$ cat config.mk
export PLATFORM = sky130hd
export DESIGN_NAME = cereal_rx
export DESIGN_NICKNAME = d
export VERILOG_FILES = /design/src/rtl/cereal_pkg.sv /design/src/rtl/cereal_fifo.sv /design/src/rtl/cereal_rx.sv
export SDC_FILE = /design/constraint.sdc
export NUM_CORES = 1
export LEC_CHECK = 0
export CAP_MARGIN = 30
export CORE_AREA = 4 4 84 86
export DETAILED_ROUTE_END_ITERATION = 8
export DIE_AREA = 0 0 88 90
export PLACE_DENSITY = 0.83
export SLEW_MARGIN = 20
export SYNTH_ARGS = -nofsm -noshare
export SYNTH_HDL_FRONTEND = slang
export SYNTH_SLANG_ARGS = --single-unit
$ cat constraint.sdc
create_clock -name sysclk -period 2.3 [get_ports sysclk]
set_input_delay 0.46 -clock sysclk [delete_from_list [all_inputs] [get_ports sysclk]]
set_output_delay 0.46 -clock sysclk [all_outputs]
set_load 0.02 [all_outputs]
$ cat src/rtl/cereal_pkg.sv
// Shared cereal UART types and constants, used by the receiver and the transmitter.
// CEREAL_RX_PARITY_EN selects the 8E1 frame (11 bits) instead of 8N1 (10 bits).
package cereal_pkg;

   typedef enum logic [2:0] {
      IDLE,
      START,
      DATA,
      PARITY,
      STOP,
      BREAK
   } rx_state_t;

   localparam int CLKS_PER_BIT_DEF = 5207;

`ifdef CEREAL_RX_PARITY_EN
   localparam int FRAME_BITS = 11;
`else
   localparam int FRAME_BITS = 10;
`endif

   function automatic logic maj3(input logic a, input logic b, input logic c);
      return (a & b) | (a & c) | (b & c);
   endfunction

endpackage

$ cat src/rtl/cereal_fifo.sv
// First-word-fall-through byte FIFO, DEPTH a power of two >= 2.
// Push is dropped when full unless a pop happens in the same cycle; pop is ignored when empty.
module cereal_fifo #(
   parameter int DEPTH = 4,
   parameter int WIDTH = 8
) (
   input  logic             sysclk,
   input  logic             reset_n,
   input  logic             push,
   input  logic [WIDTH-1:0] push_dat,
   input  logic             pop,
   output logic [WIDTH-1:0] rd_dat,
   output logic             full,
   output logic             empty
);

   localparam int AW = $clog2(DEPTH);
   localparam logic [AW:0] PTR_ONE = (AW + 1)'(1);

   logic [WIDTH-1:0] mem_q [DEPTH];
   logic [AW:0]      wr_ptr_q, wr_ptr_d;
   logic [AW:0]      rd_ptr_q, rd_ptr_d;
   logic             do_push, do_pop;

   // Pointers carry one extra MSB so full and empty are distinguishable.
   assign empty   = (wr_ptr_q == rd_ptr_q);
   assign full    = (wr_ptr_q[AW] != rd_ptr_q[AW]) && (wr_ptr_q[AW-1:0] == rd_ptr_q[AW-1:0]);
   assign do_pop  = pop & ~empty;
   assign do_push = push & (~full | do_pop);
   assign rd_dat  = mem_q[rd_ptr_q[AW-1:0]];

   always_comb begin
      wr_ptr_d = wr_ptr_q;
      rd_ptr_d = rd_ptr_q;
      if (do_push) wr_ptr_d = wr_ptr_q + PTR_ONE;
      if (do_pop)  rd_ptr_d = rd_ptr_q + PTR_ONE;
   end

   always_ff @(posedge sysclk or negedge reset_n) begin
      if (!reset_n) begin
         wr_ptr_q <= '0;
         rd_ptr_q <= '0;
      end else begin
         wr_ptr_q <= wr_ptr_d;
         rd_ptr_q <= rd_ptr_d;
      end
   end

   always_ff @(posedge sysclk) begin
      if (do_push) mem_q[wr_ptr_q[AW-1:0]] <= push_dat;
   end

endmodule

$ cat src/rtl/cereal_rx.sv
// UART receiver, 8N1 LSB-first (8E1 with CEREAL_RX_PARITY_EN); majority-voted mid-bit samples into a FWFT FIFO.
// Byte visible 1 cycle after the stop decision; rx_ready backpressures, a full FIFO drops new bytes with an overrun pulse.
module cereal_rx
   import cereal_pkg::*;
#(
   parameter int CLKS_PER_BIT = CLKS_PER_BIT_DEF,
   parameter int FIFO_DEPTH   = 4
) (
   input  logic       sysclk,
   input  logic       reset_n,
   input  logic       serialIn,
   output logic [7:0] rx_data,
   output logic       rx_valid,
   input  logic       rx_ready,
   output logic       busy,
   output logic       frame_err,
   output logic       overrun,
   output logic       par_err
);

   localparam int TW  = $clog2(CLKS_PER_BIT);
   localparam int MID = CLKS_PER_BIT / 2;
   localparam logic [TW-1:0] T_LAST = TW'(CLKS_PER_BIT - 1);
   localparam logic [TW-1:0] T_M1   = TW'(MID - 1);
   localparam logic [TW-1:0] T_MID  = TW'(MID);
   localparam logic [TW-1:0] T_P1   = TW'(MID + 1);
   localparam logic [TW-1:0] T_ONE  = TW'(1);

   rx_state_t     state_q, state_d;
   logic          sync1_q, sync1_d, sync2_q, sync2_d, ln_prev_q, ln_prev_d;
   logic [TW-1:0] tcnt_q, tcnt_d;
   logic [2:0]    bidx_q, bidx_d;
   logic [7:0]    shreg_q, shreg_d;
   logic          smp0_q, smp0_d, smp1_q, smp1_d;
   logic          frame_err_q, frame_err_d;
   logic          overrun_q, overrun_d;
   logic          par_err_q, par_err_d;
   logic          par_bit_q, par_bit_d;
   logic          ln, decide, sample, push;
   logic          fifo_full, fifo_empty;
   logic [7:0]    fifo_dat;

   assign ln     = sync2_q;
   assign decide = (tcnt_q == T_P1);
   assign sample = maj3(smp0_q, smp1_q, ln);

   always_comb begin
      sync1_d     = serialIn;
      sync2_d     = sync1_q;
      ln_prev_d   = ln;
      state_d     = state_q;
      tcnt_d      = (tcnt_q == T_LAST) ? '0 : tcnt_q + T_ONE;
      bidx_d      = bidx_q;
      shreg_d     = shreg_q;
      smp0_d      = (tcnt_q == T_M1)  ? ln : smp0_q;
      smp1_d      = (tcnt_q == T_MID) ? ln : smp1_q;
      par_bit_d   = par_bit_q;
      frame_err_d = 1'b0;
      par_err_d   = 1'b0;
      push        = 1'b0;
      case (state_q)
         IDLE: begin
            tcnt_d = '0;
            if (ln_prev_q && !ln) state_d = START;
         end
         START: begin
            // A start bit that votes high was a glitch: drop back silently.
            if (decide) begin
               if (!sample) begin
                  state_d = DATA;
                  bidx_d  = 3'd0;
               end else begin
                  state_d = IDLE;
               end
            end
         end
         DATA: begin
            if (decide) begin
               shreg_d[bidx_q] = sample;
               if (bidx_q == 3'd7) begin
`ifdef CEREAL_RX_PARITY_EN
                  state_d = PARITY;
`else
                  state_d = STOP;
`endif
               end else begin
                  bidx_d = bidx_q + 3'd1;
               end
            end
         end
`ifdef CEREAL_RX_PARITY_EN
         PARITY: begin
            if (decide) begin
               par_bit_d = sample;
               state_d   = STOP;
            end
         end
`endif
         STOP: begin
            if (decide) begin
               if (!sample) begin
                  frame_err_d = 1'b1;
                  state_d     = BREAK;
               end else begin
                  state_d = IDLE;
`ifdef CEREAL_RX_PARITY_EN
                  if ((^shreg_q) ^ par_bit_q) par_err_d = 1'b1;
                  else                        push      = 1'b1;
`else
                  push = 1'b1;
`endif
               end
            end
         end
         BREAK: begin
            tcnt_d = '0;
            if (ln) state_d = IDLE;
         end
         default: state_d = IDLE;
      endcase
      overrun_d = push & fifo_full & ~(rx_ready & ~fifo_empty);
   end

   always_ff @(posedge sysclk or negedge reset_n) begin
      if (!reset_n) begin
         state_q     <= IDLE;
         sync1_q     <= 1'b1;
         sync2_q     <= 1'b1;
         ln_prev_q   <= 1'b1;
         tcnt_q      <= '0;
         bidx_q      <= '0;
         shreg_q     <= '0;
         smp0_q      <= 1'b1;
         smp1_q      <= 1'b1;
         par_bit_q   <= 1'b0;
         frame_err_q <= 1'b0;
         overrun_q   <= 1'b0;
         par_err_q   <= 1'b0;
      end else begin
         state_q     <= state_d;
         sync1_q     <= sync1_d;
         sync2_q     <= sync2_d;
         ln_prev_q   <= ln_prev_d;
         tcnt_q      <= tcnt_d;
         bidx_q      <= bidx_d;
         shreg_q     <= shreg_d;
         smp0_q      <= smp0_d;
         smp1_q      <= smp1_d;
         par_bit_q   <= par_bit_d;
         frame_err_q <= frame_err_d;
         overrun_q   <= overrun_d;
         par_err_q   <= par_err_d;
      end
   end

   cereal_fifo #(
      .DEPTH (FIFO_DEPTH),
      .WIDTH (8)
   ) u_fifo (
      .sysclk   (sysclk),
      .reset_n  (reset_n),
      .push     (push),
      .push_dat (shreg_q),
      .pop      (rx_ready),
      .rd_dat   (fifo_dat),
      .full     (fifo_full),
      .empty    (fifo_empty)
   );

   assign rx_valid  = ~fifo_empty;
   assign rx_data   = fifo_empty ? 8'h00 : fifo_dat;
   assign busy      = (state_q != IDLE);
   assign frame_err = frame_err_q;
   assign overrun   = overrun_q;
`ifdef CEREAL_RX_PARITY_EN
   assign par_err   = par_err_q;
`else
   assign par_err   = 1'b0;
`endif

endmodule

; ---- Word-level counts from Yosys, hierarchy flattened
; Memory sizes are Yosys's and may differ from the RTL's.
; Index checks and enable logic that the tools add are counted.
[op_classes]
addsub = 4
n_lt_le_gt_ge = 2
eq_ne = 20
muxes = 28
bitwise_logic = 13
reduce_logical = 11
[ops]
columns = operator, n
row1 = $eq 13x12->1 const B, 3
row2 = $mux 3, 11
row3 = $mux 13, 2
row4 = $ne 2x2->1 const B, 8
row5 = $pmux 3 s5, 1
row6 = $add 13x1->13 const B, 1
row7 = $eq 13x13->1 const B, 1
row8 = $add 3x1->3 const B, 3
row9 = $eq 3x3->1 const B, 3
row10 = $mux 1, 9
row11 = $bwmux 8, 1
row12 = $mux 8, 1
row13 = $and 1x1->1, 7
row14 = $pmux 3 s2, 1
row15 = $reduce_and 6->1, 1
row16 = $reduce_and 5->1, 1
row17 = $lt 3x4->1 const B, 1
row18 = $demux 1 s3, 1
row19 = $eq 3x1->1 const B, 1
row20 = $eq 3x2->1 const B, 1
row21 = $eq 3x3->1, 1
row22 = $ge 3x1->1 const B, 1
row23 = $logic_and 1x1->1, 3
row24 = $logic_not 3->1, 1
row25 = other kinds (10), 14
[word_totals]
register_bits = 40
mem_bits_rw = 32
output_inout_bits = 13
elab_cells = 92
n_memories = 1
[mem_list]
columns = memory, words, word_bits, rd, rd_ports_with_merged_regs, wr, line_no
row1 = u_fifo.mem_q, 4, 8, 1, 0, 1, cereal_fifo.sv:20  ; logic [WIDTH-1:0] mem_q [DEPTH];

; ---- Depth between registers and ports, before layout
[depth]
depth_word = 9
depth_mapped = 7
depth_no_buf = 6

; ---- Hierarchy
; A second synthesis with hierarchy kept.
[hier_totals]
cells_unflattened = 263
hier_area_um2 = 3487.1
[by_module_without_submodules]
columns = mod, instances, cells_per_inst, area_per_inst_um2, seq_area_each_um2
row1 = cereal_rx, 1, 175, 1873.0, 857.1
row2 = cereal_fifo, 1, 88, 1614.0, 1111.1

; ---- Worst setup path after synthesis
; OpenSTA, ideal clock, no wires.
[synth_path]
path_type = register to register
start = register tcnt_q[8]
end = register shreg_q[5]
t_arrival_ps = 2043
required_time_ps = 2175
slack_ps = 132
stages_incl_launch_ff = 5
path_buffers = 0
period_less_slack_ps = 2168
path_cell_list = dfrtp_1 -> or2_1 -> or4_4 -> or4_4 -> mux2_4
[synth_between]
elab_chain_cells = 2
[synth_lines]
columns = item, line_no
row1 = start: declaration, cereal_rx.sv:31  ; logic [TW-1:0] tcnt_q, tcnt_d;
row2 = start signal: assignment, cereal_rx.sv:144  ; tcnt_q <= tcnt_d;
row3 = $eq 13x12->1, cereal_rx.sv:44  ; assign decide = (tcnt_q == T_P1);
row4 = $reduce_and 2->1 (no source line), -
row5 = end signal: assignment, cereal_rx.sv:146  ; shreg_q <= shreg_d;
row6 = end: declaration, cereal_rx.sv:33  ; logic [7:0] shreg_q, shreg_d;
; No other way between the ends.
; A chain may end at the register's enable or synchronous reset.

; ---- Worst setup path after layout
[layout_path]
start = register u_fifo.rd_ptr_q[0]
end = output port rx_valid
[layout_between]
elab_chain_cells = 2
[layout_lines]
columns = item, line_no
row1 = start: declaration, cereal_fifo.sv:22  ; logic [AW:0] rd_ptr_q, rd_ptr_d;
row2 = start signal: assignment, cereal_fifo.sv:45  ; rd_ptr_q <= rd_ptr_d;
row3 = $eq 3x3->1, cereal_fifo.sv:26  ; assign empty = (wr_ptr_q == rd_ptr_q);
row4 = $not 1->1, cereal_rx.sv:170  ; assign rx_valid = ~fifo_empty;
row5 = end: declaration, cereal_rx.sv:13  ; output logic rx_valid,
; No other way between the ends.

==> results.json <==
{
  "rows": 29,
  "use_met2_pct": 26.1,
  "critical-path-slowest-cell": "dfrtp_1",
  "synth_area_leader_cell": "edfxtp_1",
  "cts_htree_levels": 3,
  "synth-seq-area-share_pct": 59.0,
  "ys_seq_elements": 72,
  "final_nets": 303,
  "hold_slack_ps": 33.6,
  "path_cells": "buf_6 -> xnor2_2 -> nand3b_1 -> buf_4 -> dlygate4sd2_1",
  "place_area_um2": 3710,
  "slew_headroom_pct": 52.8,
  "finalClockSkew_ps": 6.53,
  "areaGrowthSynthToFinish_pct": 18.0,
  "synthSimpleGateAreaFrac_pct": 16.7,
  "drive_gt1_share_pct": 28.2,
  "cp-end-kind": "primary output",
  "initial_core_util_pct": 53.1,
  "use_met1_pct": 20.9,
  "grt_overflow": 0,
  "top_usage_layer": "met2",
  "finalHoldViolCount": 0,
  "holdBufCountCts": 0,
  "syn-cell-area_um2": 3330,
  "slowest_delay_ps": 410,
  "met3_usage_pct": 5.58,
  "final.fill_count": 472,
  "cts_buffers": 9,
  "synth_area_leaders": "edfxtp_1, dfrtp_1, mux4_2, dfstp_2, ha_1",
  "hold_path_class": "in -> async",
  "synth.area.mux_share_pct": 10.2,
  "clkLatencyLatePin_ps": 350,
  "rsz0062_at_grt": "no",
  "vias": 2110,
  "die_w_um": 88,
  "required_ps": 1840,
  "worstSetupPathType": "reg -> out",
  "crit_start": "u_fifo.rd_ptr_q[0]",
  "setup_viol": 0,
  "grt_use_total_pct": 16.4,
  "drt.antenna.violating_nets": 0,
  "worst_path_dominant_cell_family": "buffers and inverters",
  "firstDrtPassIters": 5,
  "place.gp.congestion": 0.782,
  "grt_max_degree": 20,
  "path_buf_inv": 3,
  "power_leakage_nw": 1.71,
  "min_period_over_period_pct": 94.8,
  "dr.first_iter.drc_count": 94,
  "ys_warn_count": 0,
  "yosys.area_share.adder_pct": 4.05,
  "startpoint_type": "register",
  "tightest_slew_ps": 703,
  "antenna_found_initial": 0,
  "period_minus_slack_ps": 2180,
  "synth_common_cells": "dfrtp_1, edfxtp_1, nor2_1",
  "die_h_um": 90,
  "synth_top_family_by_area": "simple AND/OR/NAND/NOR gates",
  "diodes": 0,
  "yosysMostFrequentCell": "dfrtp_1",
  "synth_top_area_share_pct": 28.8,
  "coreArea_um2": 6280,
  "numPortBuffers": 15,
  "ir_drop_mv": 0.652,
  "path_max_fanout": 8,
  "cts.clk_slew.worst_paths_ps": 80,
  "max_freq_mhz": 459,
  "synth-compound-area-share_pct": 2.55,
  "clock_path_buffers": 2,
  "syn_nets": 265,
  "synth_flop_cell": "dfrtp_1",
  "grt_pass1_vias": 2121,
  "powerDensity_nw_per_um2": 840,
  "synth.avg_cell_area_um2": 13.3,
  "dp_hpwl_um": 3970,
  "postSynthCellCount": 251,
  "grt_pass1_wl_um": 9940,
  "ios": 17,
  "reg2reg_from": "tcnt_q[7]",
  "status": "finished, final reports clean",
  "drt_wl_total_um": 5870,
  "design_area_um2": 3940,
  "slew_viol_final": 0,
  "maxCapViolations": 0,
  "drc": 0,
  "synth_enable_flop_cells": 32,
  "cts_tree": "done",
  "die_area_um2": 7920,
  "crit_arrival_ps": 1720,
  "clock-root-buffer": "clkbuf_8",
  "wl_per_cell_um": 15.8,
  "synth-xor-area-share_pct": 4.99,
  "clock-sinks": 72,
  "viasPerCell": 5.69,
  "synth_cell_types": 46,
  "async_flop_share_pct": 55.6
}
## report_power, final
group          internal (mW)  total (mW)  switching (mW)  leakage, nW
clock                  0.624        1.13           0.507        0.111
combinational          0.331       0.691           0.360        0.723
sequential              1.42        1.49          0.0610        0.881
## layout make-up
class                           count  area (um2)  area share [%]
Multi-Input combinational cell    160        1300            33.1
Clock inverter                      7         103            2.61
Tap cell                           77        96.3            2.45
Clock buffer                        9         124            3.15
Timing Repair Buffer               37         304            7.73
Sequential cell                    72        1970            50.1
Inverter                            9        33.8           0.859
## worst paths after layout
| kind | cells past startpoint | end | slack [ps] |
|---|---|---|---|
| setup / recovery | 5 | rx_valid | 120 |
| min in group sysclk | 0 | ln | 360 |
| setup reg to reg | 4 | shreg_q[5] | 140 |
| max in group asynchronous | 2 | ln_prev_q | 1680 |
| hold reg to reg | 0 | ln | 360 |
| hold / removal | 1 | tcnt_q[5] | 30 |
## sequential cells by signal, summed over array words and instances, names as in the netlist, 3 cells and up
register and cells:
u_fifo.mem_q 32, tcnt_q 13, shreg_q 8, bidx_q 3, state_q 3, u_fifo.rd_ptr_q 3
u_fifo.wr_ptr_q 3
## repair_timing
action	CTS	global route
pin swaps	1	0
resized for setup	20	13
setup buffers	2	0
endpoints found under the setup margin	9	17
## layer usage
metal / part of all wire (%) / vias up
met2: 51 / 53
met1: 43 / 1054
met4: 1.7 / 0
li1: - / 991
met3: 4.8 / 12
met5: 0 / -
## cells by family (layout without fill, tap and decap cells)
| kind of cell | count (synthesis) | in the layout |
|---|---|---|
| XOR/XNOR | 19 | 19 |
| adder cells (fa/ha/maj) | 11 | 11 |
| AO/OA/AOI/OAI | 11 | 11 |
| AND/OR/NAND/NOR | 96 | 96 |
| multiplexers | 22 | 22 |
| buffers and inverters | 19 | 62 |
| other | 1 | 1 |
| flip-flops | 72 | 72 |
## worst reg2reg max path, stage by stage (launching register included)
cell and delay, ps:
dfrtp_1 410, or2_1 270, or4_4 550, or4_4 520, mux2_4 300
## cell usage in the layout (no fill, tap or decap), drive strengths merged, types with 3 or more instances in the layout
cell / netlist / final
nand3: 5 / 5
clkbuf: 7 / 16
xnor2: 11 / 11
nand2b: 4 / 4
mux2: 13 / 13
clkdlybuf4s50: 0 / 4
dfstp: 5 / 5
nand2: 12 / 12
inv: 9 / 12
nor2: 16 / 16
mux4: 8 / 8
nor3: 5 / 5
and3: 5 / 5
xor2: 8 / 8
buf: 3 / 24
dfrtp: 35 / 35
nor4: 5 / 5
nand4: 11 / 11
and2: 12 / 12
ha: 10 / 10
nand4b: 4 / 4
or4: 3 / 3
edfxtp: 32 / 32
## through the flow
step	setup slack, ps	cells	setup TNS, ps	util [%]	total power [mW]
2_1_floorplan	132	251	0	-	1.92
3_3_place_gp	86.2	353	0	59.2	2.13
3_5_place_dp	35.6	353	0	59.2	2.15
4_1_cts	-8.70	371	-10.1	63.2	3.32
5_1_grt	30.4	371	0	62.7	3.49
6_report	120	371	0	62.7	3.31
(Power assumes the default switching activity.)
